<file path="config.mk">
export PLATFORM = sky130hd
export DESIGN_NAME = frankie_control_flat
export DESIGN_NICKNAME = d
export VERILOG_FILES = /design/src/rtl/frankie_pkg.sv /design/src/rtl/frankie_control_if.sv /design/src/rtl/frankie_control_outputs.sv /design/src/rtl/frankie_control.sv /design/src/flat_wrapper.sv
export SDC_FILE = /design/constraint.sdc
export NUM_CORES = 1
export LEC_CHECK = 0
export CORE_UTILIZATION = 40
export CTS_CLUSTER_SIZE = 30
export DETAILED_ROUTE_END_ITERATION = 6
export PLACE_DENSITY = 0.77
export SLEW_MARGIN = 20
export SYNTH_ARGS = -nofsm -noshare
export SYNTH_HDL_FRONTEND = slang
export SYNTH_HIERARCHICAL = 1
export SYNTH_SLANG_ARGS = --single-unit
</file>
<file path="constraint.sdc">
create_clock -name clock -period 1.9 [get_ports clock]
set_clock_uncertainty 0.2 [all_clocks]
set_input_delay 0.38 -clock clock [delete_from_list [all_inputs] [get_ports clock]]
set_output_delay 0.38 -clock clock [all_outputs]
set_load 0.02 [all_outputs]
</file>
<file path="src/rtl/frankie_pkg.sv">
// frankie_pkg: opcodes, FSM states, datapath select codes and the control-word
// layout shared by the Frankie control FSM and its strobe decoder.
package frankie_pkg;
    localparam int OPW = 4;
    localparam int STW = 4;

    localparam logic [OPW-1:0] OP_LIM  = 4'd0;
    localparam logic [OPW-1:0] OP_LIS  = 4'd1;
    localparam logic [OPW-1:0] OP_ADD  = 4'd2;
    localparam logic [OPW-1:0] OP_SUB  = 4'd3;
    localparam logic [OPW-1:0] OP_ADDI = 4'd4;
    localparam logic [OPW-1:0] OP_SLT  = 4'd5;
    localparam logic [OPW-1:0] OP_LW   = 4'd6;
    localparam logic [OPW-1:0] OP_SW   = 4'd7;
    localparam logic [OPW-1:0] OP_PUSH = 4'd8;
    localparam logic [OPW-1:0] OP_POP  = 4'd9;
    localparam logic [OPW-1:0] OP_BC   = 4'd10;
    localparam logic [OPW-1:0] OP_J    = 4'd11;
    localparam logic [OPW-1:0] OP_JAL  = 4'd12;
    localparam logic [OPW-1:0] OP_JR   = 4'd13;
    localparam logic [OPW-1:0] OP_SWAP = 4'd14;
    localparam logic [OPW-1:0] OP_HALT = 4'd15;

    typedef enum logic [STW-1:0] {
        FETCH, DECODE, WB_IMM, EXEC, WB_ALU, ADDR, MEM_RD, WB_MEM,
        MEM_WR, SP_DEC, WB_POP, BR, JMP, SWAP, HALT
    } state_t;

    localparam logic [1:0] ALU_ADD = 2'd0, ALU_SUB = 2'd1, ALU_PASSB = 2'd2, ALU_SLT = 2'd3;
    localparam logic [1:0] SRCA_MARY = 2'd0, SRCA_PC = 2'd1, SRCA_SP = 2'd2;
    localparam logic [1:0] SRCB_SHELLEY = 2'd0, SRCB_IMM = 2'd1, SRCB_ONE = 2'd2, SRCB_NEG1 = 2'd3;
    localparam logic [1:0] WBS_ALU = 2'd0, WBS_MEM = 2'd1, WBS_IMM = 2'd2, WBS_SWAP = 2'd3;
    localparam logic [1:0] PC_ALU = 2'd0, PC_JUMP = 2'd1, PC_RA = 2'd2;

    typedef struct packed {
        logic       pc_write;
        logic [1:0] pc_src;
        logic       iord;
        logic       mem_read;
        logic       mem_write;
        logic       ir_write;
        logic [1:0] alu_op;
        logic [1:0] alu_src_a;
        logic [1:0] alu_src_b;
        logic [1:0] wb_src;
        logic       mary_write;
        logic       shelley_write;
        logic       sp_write;
        logic       ra_write;
        logic       comp_write;
        logic       halted;
    } ctrl_t;

    function automatic state_t decode_next(input logic [OPW-1:0] op);
        case (op)
            OP_LIM, OP_LIS:                  return WB_IMM;
            OP_ADD, OP_SUB, OP_ADDI, OP_SLT: return EXEC;
            OP_LW, OP_SW:                    return ADDR;
            OP_PUSH:                         return SP_DEC;
            OP_POP:                          return MEM_RD;
            OP_BC, OP_J:                     return BR;
            OP_JAL, OP_JR:                   return JMP;
            OP_SWAP:                         return SWAP;
            default:                         return HALT;
        endcase
    endfunction
endpackage

</file>
<file path="src/rtl/frankie_control_if.sv">
// frankie_control_if: opcode/flag inputs and strobe outputs between the
// Frankie control FSM (master) and the datapath (slave).
interface frankie_control_if;
    import frankie_pkg::*;
    logic [OPW-1:0] opcode;
    logic           comp;
    logic           mem_wait;
    logic           step;
    logic           pc_write;
    logic [1:0]     pc_src;
    logic           iord;
    logic           mem_read;
    logic           mem_write;
    logic           ir_write;
    logic [1:0]     alu_op;
    logic [1:0]     alu_src_a;
    logic [1:0]     alu_src_b;
    logic [1:0]     wb_src;
    logic           mary_write;
    logic           shelley_write;
    logic           sp_write;
    logic           ra_write;
    logic           comp_write;
    logic [STW-1:0] state;
    logic           halted;

    modport master (
        input  opcode, comp, mem_wait, step,
        output pc_write, pc_src, iord, mem_read, mem_write, ir_write, alu_op,
               alu_src_a, alu_src_b, wb_src, mary_write, shelley_write, sp_write,
               ra_write, comp_write, state, halted
    );
    modport slave (
        output opcode, comp, mem_wait, step,
        input  pc_write, pc_src, iord, mem_read, mem_write, ir_write, alu_op,
               alu_src_a, alu_src_b, wb_src, mary_write, shelley_write, sp_write,
               ra_write, comp_write, state, halted
    );
endinterface

</file>
<file path="src/rtl/frankie_control_outputs.sv">
// frankie_control_outputs: combinational map from state and opcode to the
// datapath control word; quiet forces every strobe low.
module frankie_control_outputs
    import frankie_pkg::*;
(
    input  state_t         state,
    input  logic [OPW-1:0] opcode,
    input  logic           comp,
    input  logic           mem_wait,
    input  logic           quiet,
    output ctrl_t          ctrl
);
    ctrl_t c;

    always_comb begin
        c = '0;
        case (state)
            FETCH: begin
                c.mem_read  = 1'b1;
                c.alu_src_a = SRCA_PC;
                c.alu_src_b = SRCB_ONE;
                c.ir_write  = !mem_wait;
                c.pc_write  = !mem_wait;
            end
            DECODE, ADDR, SP_DEC, MEM_RD, MEM_WR: begin
                // address computation stays fixed so aluout holds across wait cycles
                c.alu_src_a = (opcode == OP_PUSH || opcode == OP_POP) ? SRCA_SP : SRCA_MARY;
                c.alu_src_b = (opcode == OP_PUSH) ? SRCB_NEG1 : SRCB_IMM;
                c.mem_read  = (state == MEM_RD);
                c.mem_write = (state == MEM_WR);
                c.iord      = (state == MEM_RD) || (state == MEM_WR);
                c.sp_write  = (state == SP_DEC);
            end
            EXEC, WB_ALU: begin
                c.alu_src_b  = (opcode == OP_ADDI) ? SRCB_IMM : SRCB_SHELLEY;
                c.alu_op     = (opcode == OP_SUB) ? ALU_SUB : (opcode == OP_SLT) ? ALU_SLT : ALU_ADD;
                c.comp_write = (state == WB_ALU) && (opcode == OP_SLT);
                c.mary_write = (state == WB_ALU) && (opcode != OP_SLT);
            end
            WB_IMM: begin
                c.wb_src        = WBS_IMM;
                c.mary_write    = (opcode == OP_LIM);
                c.shelley_write = (opcode == OP_LIS);
            end
            WB_MEM: begin
                c.wb_src     = WBS_MEM;
                c.mary_write = 1'b1;
            end
            WB_POP: begin
                c.alu_src_a  = SRCA_SP;
                c.alu_src_b  = SRCB_ONE;
                c.wb_src     = WBS_MEM;
                c.mary_write = 1'b1;
                c.sp_write   = 1'b1;
            end
            BR: begin
                c.pc_src   = PC_JUMP;
                c.pc_write = comp || (opcode == OP_J);
            end
            JMP: begin
                c.pc_src   = (opcode == OP_JR) ? PC_RA : PC_JUMP;
                c.pc_write = 1'b1;
                c.ra_write = (opcode == OP_JAL);
            end
            SWAP: begin
                c.wb_src        = WBS_SWAP;
                c.mary_write    = 1'b1;
                c.shelley_write = 1'b1;
            end
            HALT: c.halted = 1'b1;
            default: ;
        endcase
        ctrl = quiet ? '0 : c;
    end
endmodule

</file>
<file path="src/rtl/frankie_control.sv">
// frankie_control: multicycle fetch/decode/execute FSM for the Frankie datapath.
// FRANKIE_STEP_EN: FETCH idles with strobes low until a step pulse, then runs one instruction.
module frankie_control
    import frankie_pkg::*;
(
    input  logic              clock,
    input  logic              reset,
    frankie_control_if.master bus
);
    state_t state_q, state_d;
    logic   waiting;
    ctrl_t  ctrl;

`ifdef FRANKIE_STEP_EN
    logic go_q, go_d;
    // go captures a step seen while idle in FETCH and clears once that fetch completes
    always_comb go_d = (state_q == FETCH) ? (go_q ? bus.mem_wait : bus.step) : 1'b0;
    always_ff @(posedge clock) begin
        if (reset) go_q <= 1'b0;
        else       go_q <= go_d;
    end
    assign waiting = (state_q == FETCH) && !go_q;
`else
    logic unused_step;
    assign unused_step = bus.step;
    assign waiting     = 1'b0;
`endif

    always_comb begin
        state_d = state_q;
        case (state_q)
            FETCH:   state_d = (waiting || bus.mem_wait) ? FETCH : DECODE;
            DECODE:  state_d = decode_next(bus.opcode);
            EXEC:    state_d = WB_ALU;
            ADDR:    state_d = (bus.opcode == OP_LW) ? MEM_RD : MEM_WR;
            MEM_RD:  state_d = bus.mem_wait ? MEM_RD : (bus.opcode == OP_POP) ? WB_POP : WB_MEM;
            MEM_WR:  state_d = bus.mem_wait ? MEM_WR : FETCH;
            SP_DEC:  state_d = MEM_WR;
            HALT:    state_d = HALT;
            default: state_d = FETCH;
        endcase
    end

    always_ff @(posedge clock) begin
        if (reset) state_q <= FETCH;
        else       state_q <= state_d;
    end

    frankie_control_outputs u_outputs (
        .state    (state_q),
        .opcode   (bus.opcode),
        .comp     (bus.comp),
        .mem_wait (bus.mem_wait),
        .quiet    (reset || waiting),
        .ctrl     (ctrl)
    );

    assign bus.pc_write      = ctrl.pc_write;
    assign bus.pc_src        = ctrl.pc_src;
    assign bus.iord          = ctrl.iord;
    assign bus.mem_read      = ctrl.mem_read;
    assign bus.mem_write     = ctrl.mem_write;
    assign bus.ir_write      = ctrl.ir_write;
    assign bus.alu_op        = ctrl.alu_op;
    assign bus.alu_src_a     = ctrl.alu_src_a;
    assign bus.alu_src_b     = ctrl.alu_src_b;
    assign bus.wb_src        = ctrl.wb_src;
    assign bus.mary_write    = ctrl.mary_write;
    assign bus.shelley_write = ctrl.shelley_write;
    assign bus.sp_write      = ctrl.sp_write;
    assign bus.ra_write      = ctrl.ra_write;
    assign bus.comp_write    = ctrl.comp_write;
    assign bus.halted        = ctrl.halted;
    assign bus.state         = state_q;
endmodule
</file>
<file path="src/flat_wrapper.sv">
// flat-port wrapper written by rule: the top's interface ports become plain ports
module frankie_control_flat import frankie_pkg::*;
  (clock, reset, bus_opcode, bus_comp, bus_mem_wait, bus_step, bus_pc_write, bus_pc_src, bus_iord, bus_mem_read, bus_mem_write, bus_ir_write, bus_alu_op, bus_alu_src_a, bus_alu_src_b, bus_wb_src, bus_mary_write, bus_shelley_write, bus_sp_write, bus_ra_write, bus_comp_write, bus_state, bus_halted);
  frankie_control_if bus_i ();
  input  logic clock;
  input  logic reset;
  input wire logic [$bits(bus_i.opcode)-1:0] bus_opcode;
  input wire logic [$bits(bus_i.comp)-1:0] bus_comp;
  input wire logic [$bits(bus_i.mem_wait)-1:0] bus_mem_wait;
  input wire logic [$bits(bus_i.step)-1:0] bus_step;
  output wire logic [$bits(bus_i.pc_write)-1:0] bus_pc_write;
  output wire logic [$bits(bus_i.pc_src)-1:0] bus_pc_src;
  output wire logic [$bits(bus_i.iord)-1:0] bus_iord;
  output wire logic [$bits(bus_i.mem_read)-1:0] bus_mem_read;
  output wire logic [$bits(bus_i.mem_write)-1:0] bus_mem_write;
  output wire logic [$bits(bus_i.ir_write)-1:0] bus_ir_write;
  output wire logic [$bits(bus_i.alu_op)-1:0] bus_alu_op;
  output wire logic [$bits(bus_i.alu_src_a)-1:0] bus_alu_src_a;
  output wire logic [$bits(bus_i.alu_src_b)-1:0] bus_alu_src_b;
  output wire logic [$bits(bus_i.wb_src)-1:0] bus_wb_src;
  output wire logic [$bits(bus_i.mary_write)-1:0] bus_mary_write;
  output wire logic [$bits(bus_i.shelley_write)-1:0] bus_shelley_write;
  output wire logic [$bits(bus_i.sp_write)-1:0] bus_sp_write;
  output wire logic [$bits(bus_i.ra_write)-1:0] bus_ra_write;
  output wire logic [$bits(bus_i.comp_write)-1:0] bus_comp_write;
  output wire logic [$bits(bus_i.state)-1:0] bus_state;
  output wire logic [$bits(bus_i.halted)-1:0] bus_halted;
  assign bus_i.opcode = bus_opcode;
  assign bus_i.comp = bus_comp;
  assign bus_i.mem_wait = bus_mem_wait;
  assign bus_i.step = bus_step;
  assign bus_pc_write = bus_i.pc_write;
  assign bus_pc_src = bus_i.pc_src;
  assign bus_iord = bus_i.iord;
  assign bus_mem_read = bus_i.mem_read;
  assign bus_mem_write = bus_i.mem_write;
  assign bus_ir_write = bus_i.ir_write;
  assign bus_alu_op = bus_i.alu_op;
  assign bus_alu_src_a = bus_i.alu_src_a;
  assign bus_alu_src_b = bus_i.alu_src_b;
  assign bus_wb_src = bus_i.wb_src;
  assign bus_mary_write = bus_i.mary_write;
  assign bus_shelley_write = bus_i.shelley_write;
  assign bus_sp_write = bus_i.sp_write;
  assign bus_ra_write = bus_i.ra_write;
  assign bus_comp_write = bus_i.comp_write;
  assign bus_state = bus_i.state;
  assign bus_halted = bus_i.halted;
  frankie_control u_core (.clock(clock), .reset(reset), .bus(bus_i));
endmodule
</file>
==> flow_summary.ini, run 1 <==
[run_status]
status = did not finish
haltStage = clock tree synthesis
firstError = [ERROR DPL-0033] detailed placement checks failed during check placement.

[placed_design]
gp_congestion = 0.879
hpwl_mm = 2.52
io_buffer_count = 32

[floorplanning]
initial_core_util_pct = 44.2
pin_count = 34
die_x_um = 49.3
die_h_um = 49.3
num_rows = 16

[yosys]
synth_top_area_share_pct = 8.96
syn-num-nets = 139
synth_seq_cells = 4
synthArstFlopShare_pct = 0
netlist_area_sq_um = 893
synthTopCellsByArea = dfxtp_1 (9.0%), nor2_1 (7.1%), nand2b_1 (6.3%)
yosys_warnings = 6
synth_cells = 130
synth-edff-count = 0
synth_top_flop_cell = dfxtp_1
synth_cell_types = 50
yosysTopAreaCell = dfxtp_1
post_synth.cell_area_avg_sq_um = 6.87
seq_area_frac_synth_pct = 8.96

[cts]
cts-root-buf = clkbuf_4
cts_buffers = 3
cts_resized = 197
post_cts_buffers = 15
cts_sinks = 4
clk_path_buf_depth = 2
ctsHoldBuffers = 0
ctsHtreeMaxLevel = 1
kinds of logic after synthesis:
kind of cell    synth area share (%)
simple gates                    46.9
compound gates                  33.3
buf+inv                         7.84
flops                           8.96
xor+xnor                        2.94
per-stage QoR:
stage / worst slack, ns / cell area (sq um) / setup TNS [ns] / instances / util [%]
floorplan: -0.165 / 1060 / -0.898 / 130 / -
global placement: -1.15 / 1630 / -19.07 / 218 / 80.6
detailed placement: -1.17 / 1630 / -19.45 / 218 / 80.6
synthesized netlist by cell type, types with 2 or more instances:
cell type and count:
nand2b_1 9, clkbuf_1 4, a21oi_2 3, nand4bb_1 2, inv_1 5, o31ai_1 3, nor2b_1 4, nand3_1 3
nor3_1 10, buf_2 2, a211oi_1 3, or4_4 2, dfxtp_1 4, nand2_1 4, a311oi_1 2, nand3b_1 2
nor2_1 17, nor4_1 5, o21ai_1 4, a21o_1 2, xor2_1 2, a21oi_1 7, o21ai_0 4
==> run 2, diff against run 1 <==
--- a/config.mk
+++ b/config.mk
@@ -5,10 +5,10 @@
 export SDC_FILE = /design/constraint.sdc
 export NUM_CORES = 1
 export LEC_CHECK = 0
-export CORE_UTILIZATION = 40
-export CTS_CLUSTER_SIZE = 30
+export CORE_AREA = 2 2 63 65
 export DETAILED_ROUTE_END_ITERATION = 6
-export PLACE_DENSITY = 0.77
+export DIE_AREA = 0 0 65 67
+export PLACE_DENSITY_LB_ADDON = 0.15
 export SLEW_MARGIN = 20
 export SYNTH_ARGS = -nofsm -noshare
 export SYNTH_HDL_FRONTEND = slang
==> constraint.sdc (replaced) <==
create_clock -name clock -period 2.45 [get_ports clock]
set_clock_uncertainty 0.2 [all_clocks]
set_input_delay 0.49 -clock clock [delete_from_list [all_inputs] [get_ports clock]]
set_output_delay 0.49 -clock clock [all_outputs]
set_load 0.02 [all_outputs]
==> run 2 against run 1 <==
Compared with the run above:
- the flow now finishes without violations
- area after synthesis unchanged
- synthesized cell count unchanged
==> flow_summary.ini, run 2 <==
[finish]
areaGrowthSynthToFinish_pct = 80.0
instances_no_fill = 243
n_antenna_cell = 0
layout_commonest_cell = buf_4
final_nets = 206
final_cell_mix = buf_4 (42), nor2_1 (15), nand2b_1 (9), nor3_1 (9), dlygate4sd2_1 (7)
largest_register_ffs = 4
postLayoutCellArea_sq_um = 1610
drive_gt1_share_pct = 45.1

[global_route]
grt_pass1_wl_mm = 5.35
gr-total-overflow = 0
grt_max_degree = 16
antenna_found_initial = 0
grt_pass1_vias = 1167
grt_use_total_pct = 15.4

[cts]
cts_sinks = 4
clkLatencyLatePin_ns = 0.22
clk_path_buf_depth = 2
cts-root-buf = clkbuf_8
path_clk_slew_ns = 0.03
cts_buffers = 3
cts_tree = yes
ctsHtreeMaxLevel = 1

[yosys]
yosysTopAreaCell = dfxtp_1
synth_cells = 130
synth_cell_types = 50
synthTopCellsByArea = dfxtp_1 (9.0%), nor2_1 (7.1%), nand2b_1 (6.3%)
yosys-top-cells-count = nor2_1 (17), nor3_1 (10), nand2b_1 (9), a21oi_1 (7)
post_synth.cell_area_avg_sq_um = 6.87
netlist_area_sq_um = 893
syn-num-nets = 139
synth-edff-count = 0
synthArstFlopShare_pct = 0
synth_seq_cells = 4
yosys_warnings = 6
synth_top_area_share_pct = 8.96
seq_area_frac_synth_pct = 8.96
yosys.cell_count.top_type = nor2_1
synth_top_flop_cell = dfxtp_1

[setup_path]
crit_path_end_kind = output pin
path_max_fanout = 3
critPathSlowestCell = or3b_4
arrival_ns = 1.73
crit_chain = buf_8 > or3b_4 > a2111oi_4 > a311oi_2 > nor2_1 > buf_4
cp_top_family = simple AND/OR/NAND/NOR gates
path_class = input pin to output pin
cpPeakStageDelay_ns = 0.42
critPathBufInv = 2
critPathLaunchType = input pin
cp.required_ns = 1.76

[detailed_routing]
viasPerCell = 5.13
drt_iter0_drc = 40
vias = 1247
ant_nets = 0
drc = 0
met1_length_mm = 1.44
highest_layer = met4
routed_wl_mm = 3.19
drt_pass1_iterations = 4
wl_met3_um = 158
wl_per_cell_um = 13.1
wl_met2_mm = 1.54

[timing]
tightest_slew_ns = 0.370
rsz0062_at_grt = yes
drv_slew = 0
fin_tns_setup_ns = 0
fin_ws_ns = 0.0346
fin_crit_sh_pct = 98.6
whs_ns = 0.446
period_minus_slack_ns = 2.42
setup_viol = 0
finalHoldViolations = 0
slew_headroom_pct = 75.0
fmax_ghz = 0.414

[placed_design]
preCtsSetupSlack_ns = -0.778
place_inst = 238
io_buffer_count = 32
hpwl_mm = 2.46
place_area_sq_um = 1540
gp_congestion = 0.883

[floorplanning]
initial_core_util_pct = 24.8
pin_count = 34
num_rows = 22
die_h_um = 67
die_x_um = 65
core_area_sq_um = 3610
dieArea_sq_um = 4360

[run_status]
status = finished clean

[pwr]
peakVddDrop_mv = 0.242
power_density_nw_per_um2 = 333
p_leak_nw = 0.672

[worst_hold_path]
hold_class = register to register

[flow_run]
maxCapViolations = 0
-- run 2: cell type report --
class	instances	area, sq um
inverters	6	22.5
repair buffers	71	589
clock buffers	3	41.3
flip-flops and latches	4	82.6
fillers	371	2000
well taps	48	60.1
multi-input cells	111	812
-- run 2: logic make-up after synthesis --
group | Yosys count | share of synthesized area [%]
AND/OR/NAND/NOR | 69 | 46.9
buffers and inverters | 15 | 7.84
XOR/XNOR | 3 | 2.94
AO/OA/AOI/OAI | 39 | 33.3
flip-flops | 4 | 8.96
-- run 2: worst min-delay path, delay by kind of cell, from the launching register on --
family	cells	cell delay (ns)
AO/OA/AOI/OAI	1	0.05
AND/OR/NAND/NOR	1	0.07
buffers and inverters	1	0.16
flip-flops	1	0.32
-- run 2: path summary, 6_finish.rpt --
check / end / slack [ns] / depth (start not counted) / start
setup / recovery: bus_alu_src_b[1] / 0.03 / 6 / bus_opcode[2]
hold / removal: u_core/bus.state[1] / 0.45 / 3 / u_core/bus.state[1]
setup reg to reg: u_core/bus.state[1] / 0.80 / 6 / u_core/bus.state[2]
hold reg to reg: u_core/bus.state[1] / 0.45 / 3 / u_core/bus.state[1]
-- run 2: repair_timing --
action | in CTS | in global routing
buffers inserted | 1 | 1
resized for setup | 86 | 22
setup endpoints to repair | 21 | 11
hold endpoints to repair | 0 | 0
hold buffers | 0 | 0
pin swaps | 9 | 7
-- run 2: through the flow --
step,power (W),utilization (%)
2_1_floorplan,0.000239,-
6_report,0.000535,44.6
4_1_cts,0.000528,43.4
3_5_place_dp,0.000391,42.6
3_3_place_gp,0.000390,42.6
5_1_grt,0.000569,44.6
-- run 2: layer usage --
layer	track usage [%]	vias to the layer above
met3	1.18	8
met4	3.99	0
met2	27.8	48
li1	-	626
met5	0	-
met1	19.5	565
-- run 2: power breakdown --
| part | total [W] | internal, W | switching [W] |
|---|---|---|---|
| Clock | 0.000137 | 0.000105 | 0.0000320 |
| Combinational | 0.000321 | 0.000155 | 0.000166 |
| Sequential | 0.0000780 | 0.0000719 | 0.00000611 |
(Power assumes the default switching activity.)
